<file path="config.mk">
export PLATFORM = sky130hd
export DESIGN_NAME = branch_flag_unit
export DESIGN_NICKNAME = d
export VERILOG_FILES = /design/src/rtl/branch_flag_unit_pkg.sv /design/src/rtl/branch_chunk_cmp.sv /design/src/rtl/branch_flag_unit.sv
export SDC_FILE = /design/constraint.sdc
export NUM_CORES = 1
export LEC_CHECK = 0
export ABC_AREA = 1
export CAP_MARGIN = 25
export CORE_MARGIN = 3
export CORE_UTILIZATION = 47
export DETAILED_ROUTE_END_ITERATION = 8
export HOLD_SLACK_MARGIN = 0.05
export PLACE_DENSITY = 0.86
export SLEW_MARGIN = 5
export SYNTH_ARGS = -nofsm -noshare
export SYNTH_HDL_FRONTEND = slang
export SYNTH_HIERARCHICAL = 1
export SYNTH_SLANG_ARGS = --single-unit
</file>
<file path="constraint.sdc">
create_clock -name clk -period 2.76 [get_ports clk]
set_input_delay 0.828 -clock clk [delete_from_list [all_inputs] [get_ports clk]]
set_output_delay 0.828 -clock clk [all_outputs]
set_load 0.01 [all_outputs]
</file>
<file path="src/rtl/branch_flag_unit_pkg.sv">
// branch_flag_unit_pkg: shared FSM encoding and branch func3 constants so the
// controller and the flag unit agree on what zero/pos mean.
package branch_flag_unit_pkg;
    typedef enum logic [1:0] {ST_IDLE, ST_CMP, ST_DONE} state_t;
    localparam logic [2:0] F3_BEQ = 3'b000;
    localparam logic [2:0] F3_BNE = 3'b001;
    localparam logic [2:0] F3_BLT = 3'b100;
    localparam logic [2:0] F3_BGE = 3'b101;
    function automatic logic branch_taken(input logic [2:0] f3, input logic zero, input logic pos);
        return f3 == F3_BEQ ? zero :
               f3 == F3_BNE ? !zero :
               f3 == F3_BLT ? !zero && !pos :
               f3 == F3_BGE ? zero || pos : 1'b0;
    endfunction
endpackage

</file>
<file path="src/rtl/branch_chunk_cmp.sv">
// branch_chunk_cmp: CHUNK-bit unsigned eq/gt; inv_msb_i flips both MSBs so the
// top chunk of a signed operand orders as two's complement.
module branch_chunk_cmp #(
    parameter int CHUNK = 8
) (
    input  logic [CHUNK-1:0] ca_i,
    input  logic [CHUNK-1:0] cb_i,
    input  logic             inv_msb_i,
    output logic             eq_o,
    output logic             gt_o
);
    logic [CHUNK-1:0] flip, xa, xb;
    always_comb begin
        flip = {inv_msb_i, {(CHUNK-1){1'b0}}};
        xa   = ca_i ^ flip;
        xb   = cb_i ^ flip;
        eq_o = xa == xb;
        gt_o = xa > xb;
    end
endmodule

</file>
<file path="src/rtl/branch_flag_unit.sv">
// branch_flag_unit: multi-cycle MSB-first chunked compare producing zero/pos,
// exiting early on the first differing chunk.
module branch_flag_unit import branch_flag_unit_pkg::*; #(
    parameter int WIDTH = 32,
    parameter int CHUNK = 8
) (
    input  logic             clk,
    input  logic             rst,
    input  logic             start,
    input  logic [WIDTH-1:0] a,
    input  logic [WIDTH-1:0] b,
    input  logic             signed_cmp,
    output logic             busy,
    output logic             done,
    output logic             zero,
    output logic             pos
);
    localparam int NCHUNK = WIDTH / CHUNK;
    localparam int IW = NCHUNK > 1 ? $clog2(NCHUNK) : 1;
    localparam logic [IW-1:0] TOP = IW'(NCHUNK - 1);

    state_t           state_q;
    logic [IW-1:0]    idx_q;
    logic [WIDTH-1:0] a_q, b_q;
    logic             sgn_q, busy_q, done_q, zero_q, pos_q;
    logic             eq, gt;

    // Operands shift left on each equal chunk, so the active chunk is always the top one.
    branch_chunk_cmp #(.CHUNK(CHUNK)) u_cmp (
        .ca_i      (a_q[WIDTH-1 -: CHUNK]),
        .cb_i      (b_q[WIDTH-1 -: CHUNK]),
        .inv_msb_i (sgn_q && idx_q == TOP),
        .eq_o      (eq),
        .gt_o      (gt)
    );

    always_ff @(posedge clk or posedge rst) begin
        if (rst) begin
            state_q <= ST_IDLE;
            idx_q   <= '0;
            a_q     <= '0;
            b_q     <= '0;
            sgn_q   <= 1'b0;
            busy_q  <= 1'b0;
            done_q  <= 1'b0;
            zero_q  <= 1'b0;
            pos_q   <= 1'b0;
        end else begin
            done_q <= 1'b0;
            case (state_q)
                ST_IDLE: if (start) begin
                    a_q     <= a;
                    b_q     <= b;
                    sgn_q   <= signed_cmp;
                    idx_q   <= TOP;
                    busy_q  <= 1'b1;
                    state_q <= ST_CMP;
                end
                ST_CMP: if (!eq || idx_q == '0) begin
                    zero_q  <= eq;
                    pos_q   <= !eq && gt;
                    done_q  <= 1'b1;
                    state_q <= ST_DONE;
                end else begin
                    idx_q <= idx_q - IW'(1);
                    a_q   <= a_q << CHUNK;
                    b_q   <= b_q << CHUNK;
                end
                ST_DONE: begin
                    busy_q  <= 1'b0;
                    state_q <= ST_IDLE;
                end
                default: state_q <= ST_IDLE;
            endcase
        end
    end

    assign busy = busy_q;
    assign done = done_q;
    assign zero = zero_q;
    assign pos  = pos_q;
endmodule

</file>
Word-level counts from Yosys, hierarchy flattened
Cells that the tools add are included.

Flip-flop bits (word level): 73. Input bits: 68. Logic and storage cells: 49.

Add/subtract/negate cells: 1. Magnitude comparators: 1. Eq/ne operators: 7. Multiplexer cells: 16. Bitwise operators: 2. Reduce and logical (&&, ||, !) cells: 13.

Operators by type and width (number): $mux W32 (4); $pmux W32 S2 (2); $xor A8 B8 Y8 (2); $eq A8 B8 Y1 (1); $gt A8 B8 Y1 (1); $mux W2 (4); $pmux W2 S2 (2); $reduce_and A2 Y1 (4); $ne A2 B2 Y1 const B (3); $eq A2 B2 Y1 const B (2); $logic_not A2 Y1 (2); $reduce_bool A2 Y1 (2); $mux W1 (3); $reduce_and A3 Y1 (1); $eq A2 B1 Y1 const B (1); $logic_and A1 B1 Y1 (2); $pmux W1 S2 (1); $sub A2 B1 Y2 const B (1); $logic_not A1 Y1 (1); $logic_or A1 B1 Y1 (1).

Logic depth before layout (Yosys ltp)
Depth after elaboration: 8. Mapped depth: 14. Depth with buffers taken out: 13.

Hierarchy
Netlist, hierarchy kept.

By module, submodules not included: branch_flag_unit (times used 1, cells each 483, area each 3584.7 um2, seq. area each 1826.8 um2); branch_chunk_cmp (times used 1, cells each 37, area each 255.2 um2, seq. area each 0.0 um2).

Least setup slack after synthesis
No wires, ideal clock.

Kind: register -> register. Start point: register idx_q[0]. End point: register b_q[12]. Library setup time: 0.117 ns. Arrival time: 2.087 ns. Data required time: 2.643 ns. Slack: 0.557 ns. Cell stages (with the launch flop): 15. Period minus slack after synthesis: 2.203 ns. Cells stage by stage: dfrtp_1 -> ha_1 -> nand2_1 -> inv_1 -> xor2_1 -> ha_1 -> nand2_2 -> nor3_4 -> inv_1 -> nor2_1 -> nand2_1 -> buf_2 -> buf_2 -> nand3_1 -> nand2_1.

Word-level cells in the longest chain between the ends: 8. Elaborated cells on any way between the ends: 10.

Ends and longest elaborated chain: from (decl) (RTL line branch_flag_unit.sv:23) `logic [IW-1:0] idx_q;`; from (signal assigned) (RTL line branch_flag_unit.sv:65) `idx_q <= idx_q - IW'(1);`; $eq A2 B2 Y1 (*) (RTL line branch_flag_unit.sv:32) `.inv_msb_i (sgn_q && idx_q == TOP),`; $logic_and A1 B1 Y1 (*) (RTL line branch_flag_unit.sv:32); $xor A8 B8 Y8, on equally long branches (RTL line branch_chunk_cmp.sv:15, branch_chunk_cmp.sv:16); $eq A8 B8 Y1 (*) (RTL line branch_chunk_cmp.sv:17) `eq_o = xa == xb;`; net eq (RTL line branch_flag_unit.sv:26) `logic eq, gt;`; $logic_not A1 Y1 (*) (RTL line branch_flag_unit.sv:59) `ST_CMP: if (!eq || idx_q == '0) begin`; $logic_or A1 B1 Y1 (*) (RTL line branch_flag_unit.sv:59); $ne A2 B2 Y1 (no source line) (*); $reduce_and A3 Y1 (no source line) (*); to (signal assigned) (RTL line branch_flag_unit.sv:67) `b_q <= b_q << CHUNK;`; to (decl) (RTL line branch_flag_unit.sv:24) `logic [WIDTH-1:0] a_q, b_q;`.

Mark *: on every way through the listed nets, which the timed path passes. The rest lies on a longest branch. A chain may end at the register's enable or synchronous reset.

Worst setup path after layout
Start point: register idx_q[0]. End point: register a_q[28].

Word-level cells in the longest chain between the ends: 8. Elaborated cells on any way between the ends: 10.

Ends and longest elaborated chain: $eq A2 B2 Y1 (*) (RTL line branch_flag_unit.sv:32); $logic_and A1 B1 Y1 (*) (RTL line branch_flag_unit.sv:32); $xor A8 B8 Y8, on equally long branches (RTL line branch_chunk_cmp.sv:15, branch_chunk_cmp.sv:16); $eq A8 B8 Y1 (*) (RTL line branch_chunk_cmp.sv:17); net eq (RTL line branch_flag_unit.sv:26); $logic_not A1 Y1 (*) (RTL line branch_flag_unit.sv:59); $logic_or A1 B1 Y1 (*) (RTL line branch_flag_unit.sv:59); $ne A2 B2 Y1 (no source line) (*); $reduce_and A3 Y1 (no source line) (*); to (signal assigned) (RTL line branch_flag_unit.sv:66) `a_q <= a_q << CHUNK;`; to (decl) (RTL line branch_flag_unit.sv:24).

Marked as above.

==> impl_metrics.json <==
{
  "outcome": "finished clean",
  "path_max_fanout": 27,
  "cts_buffer_depth": 2,
  "power_leakage_nw": 2.58,
  "areaGrowthSynthToFinish_pct": 25.2,
  "htree_levels": 3,
  "path_clk_slew_ns": 0.07,
  "final.setup.tns_ns": 0,
  "pin_count": 72,
  "yosys-top-cells-area": "dfrtp_1 (48%), nand2_1 (24%), nand3_1 (15%)",
  "netlist_area_um2": 3840,
  "preCtsSetupSlack_ns": 0.307,
  "placedCellCount": 670,
  "skew_ns": 0.0104,
  "drtIter0Drc": 254,
  "crit_chain": "ha_1, nand2_1, inv_1, xor2_1, ha_1, nand2_2, nor3_4, inv_1, nor2_1, nand2_2, nand2_1, buf_4, nand2_1, nand2_1",
  "worst_ep_required_time_ns": 3.03,
  "grt_overflow": 0,
  "max_freq_mhz": 401,
  "clock-root-buffer": "clkbuf_8",
  "hold_ws_ns": 0.492,
  "grt_max_degree": 74,
  "layout_common_cells": "nand2_1 (245), nand3_1 (114), dfrtp_1 (73), clkdlybuf4s50_1 (71), inv_1 (16)",
  "synth_nets": 598,
  "yosysTopAreaCell": "dfrtp_1",
  "grt_first_pass_wirelength_mm": 14.9,
  "fin_cells": 686,
  "dpl.hpwl_mm": 6.21,
  "seq_area_frac_synth_pct": 47.6,
  "fp-row-count": 32,
  "maxCapViolations": 0,
  "hp-start": "pos",
  "slew_violations": 0,
  "clkLatencyLatePin_ns": 0.34,
  "layout_commonest_cell": "nand2_1",
  "drt_first_pass_iters": 5,
  "num_antenna_cells": 0,
  "place.gp.congestion": 0.892,
  "cts_buffers": 9,
  "cp-start-kind": "flop",
  "setup.reg_to_reg.worst_slack_ns": 0.27,
  "vias": 3584,
  "arrival_ns": 2.77,
  "critPathSlowestCell": "dfrtp_1",
  "maxSlewHeadroom_pct": 63.3,
  "hold_depth": 2,
  "fin_area_um2": 4810,
  "path_delay_family": "simple AND/OR/NAND/NOR gates",
  "yosys_warnings": 6,
  "first_global_vias": 3327,
  "num-nets-final": 657,
  "die_area_um2": 9290,
  "post-route-period-util_pct": 90.3,
  "slowest_delay_ns": 0.41,
  "start_util_pct": 48.9,
  "cts_resized": 0,
  "yosysTopAreaCellShare_pct": 47.6,
  "hold_class": "reg -> reg",
  "clock_sinks": 73,
  "setup_viol": 0,
  "period_minus_slack_ns": 2.49,
  "ir_drop_uv": 443,
  "placed_area_um2": 4610,
  "vias_per_cell": 5.22,
  "syn_inst": 520,
  "drtAntennaViolNets": 0,
  "drc": 0,
  "layout-drive-gt1-share_pct": 7.02,
  "worstHoldEndpoint": "pos",
  "ys_types": 21,
  "r2r-end": "a_q[28]",
  "post-route-util_pct": 61.3,
  "worst_pin_slew_ns": 0.544,
  "die-width_um": 96.4,
  "power.density_nw_per_um2": 943,
  "wl_per_cell_um": 13.0,
  "portBuffers": 71,
  "wl_mm": 8.92,
  "ff2ff_path_depth": 14,
  "rsz0062_at_grt": "false",
  "cts_tree": "built",
  "syn_avg_cell_area_um2": 7.38,
  "grt_usage_pct": 20.3,
  "worst-setup-path-type": "reg -> reg",
  "antenna_found_initial": 0,
  "power_mw": 4.54,
  "finalHoldViolations": 0,
  "coreArea_um2": 7850,
  "layout_setup_ws_ns": 0.267,
  "path_common_cell": "nand2_1",
  "path_buf_inv": 3,
  "synth_seq_cells": 73,
  "die_y_um": 96.4,
  "hold_buffers": 0,
  "regToRegStartpoint": "idx_q[0]",
  "end_kind": "flop",
  "post_cts_buffers": 0
}
[worst max path at each step]
stage | slack [ns] | depth (start not counted) | from | end
after floorplan | 0.08 | 1 | rst | a_q[0]
after global placement | 0.48 | 14 | idx_q[0] | a_q[11]
after detailed placement | 0.31 | 14 | idx_q[0] | a_q[28]
after CTS | 0.27 | 14 | idx_q[0] | a_q[28]
after global routing | 0.11 | 14 | idx_q[0] | a_q[29]
final | 0.27 | 14 | idx_q[0] | a_q[28]
[synthesized netlist by cell type (all sizes together)]
cell type and n:
nand3 116, a21oi 6, dfrtp 73, nor3 1, xor2 1, a21o 1, xnor2 1, clkbuf 6
nand2 248, ha 10, buf 29, nor2 6, inv 21, o21ai 1
[registers in the layout, indices dropped and copies added (netlist names)]
signal	cells
a_q	32
b_q	32
busy	1
done	1
idx_q	2
pos	1
sgn_q	1
state_q	2
zero	1
[metal layers]
metal	share of wire, %	GRT usage (%)	routed length (um)	up-vias
li1	-	-	-	1769
met1	42	27.1	3750	1687
met2	50	32.9	4470	118
met3	6.7	3.41	598	10
met4	1.1	7.94	99	0
met5	0	0	0	-
[tightest hold or removal path, cell delays in order, from the launching register on]
cell and delay (ns):
dfrtp_1 0.35, nand2_1 0.06, nand2_1 0.05
[kinds of logic after synthesis]
kind of cell	count (synthesis)	synth area share [%]
AND/OR/NAND/NOR	371	41.0
flip-flops	73	47.6
buffers and inverters	56	6.52
adder cells (fa/ha/maj)	10	3.26
AO/OA/AOI/OAI	8	1.24
XOR/XNOR	2	0.456
[final cells by class]
cell class / count / area [um^2]
clock buffer: 11 / 141
clock inverter: 5 / 55.1
fill: 714 / 3040
inverter: 21 / 78.8
multi-input combinational: 391 / 1770
sequential: 73 / 1830
tap: 102 / 128
timing repair buffer: 83 / 813
[power breakdown]
group / total (mW) / internal [mW] / switching, mW
Sequential: 1.87 / 1.57 / 0.302
Clock: 0.829 / 0.439 / 0.389
Combinational: 1.83 / 0.751 / 1.08
Total: 4.54 / 2.76 / 1.77
No activity file was read; power rests on OpenSTA's default activity.
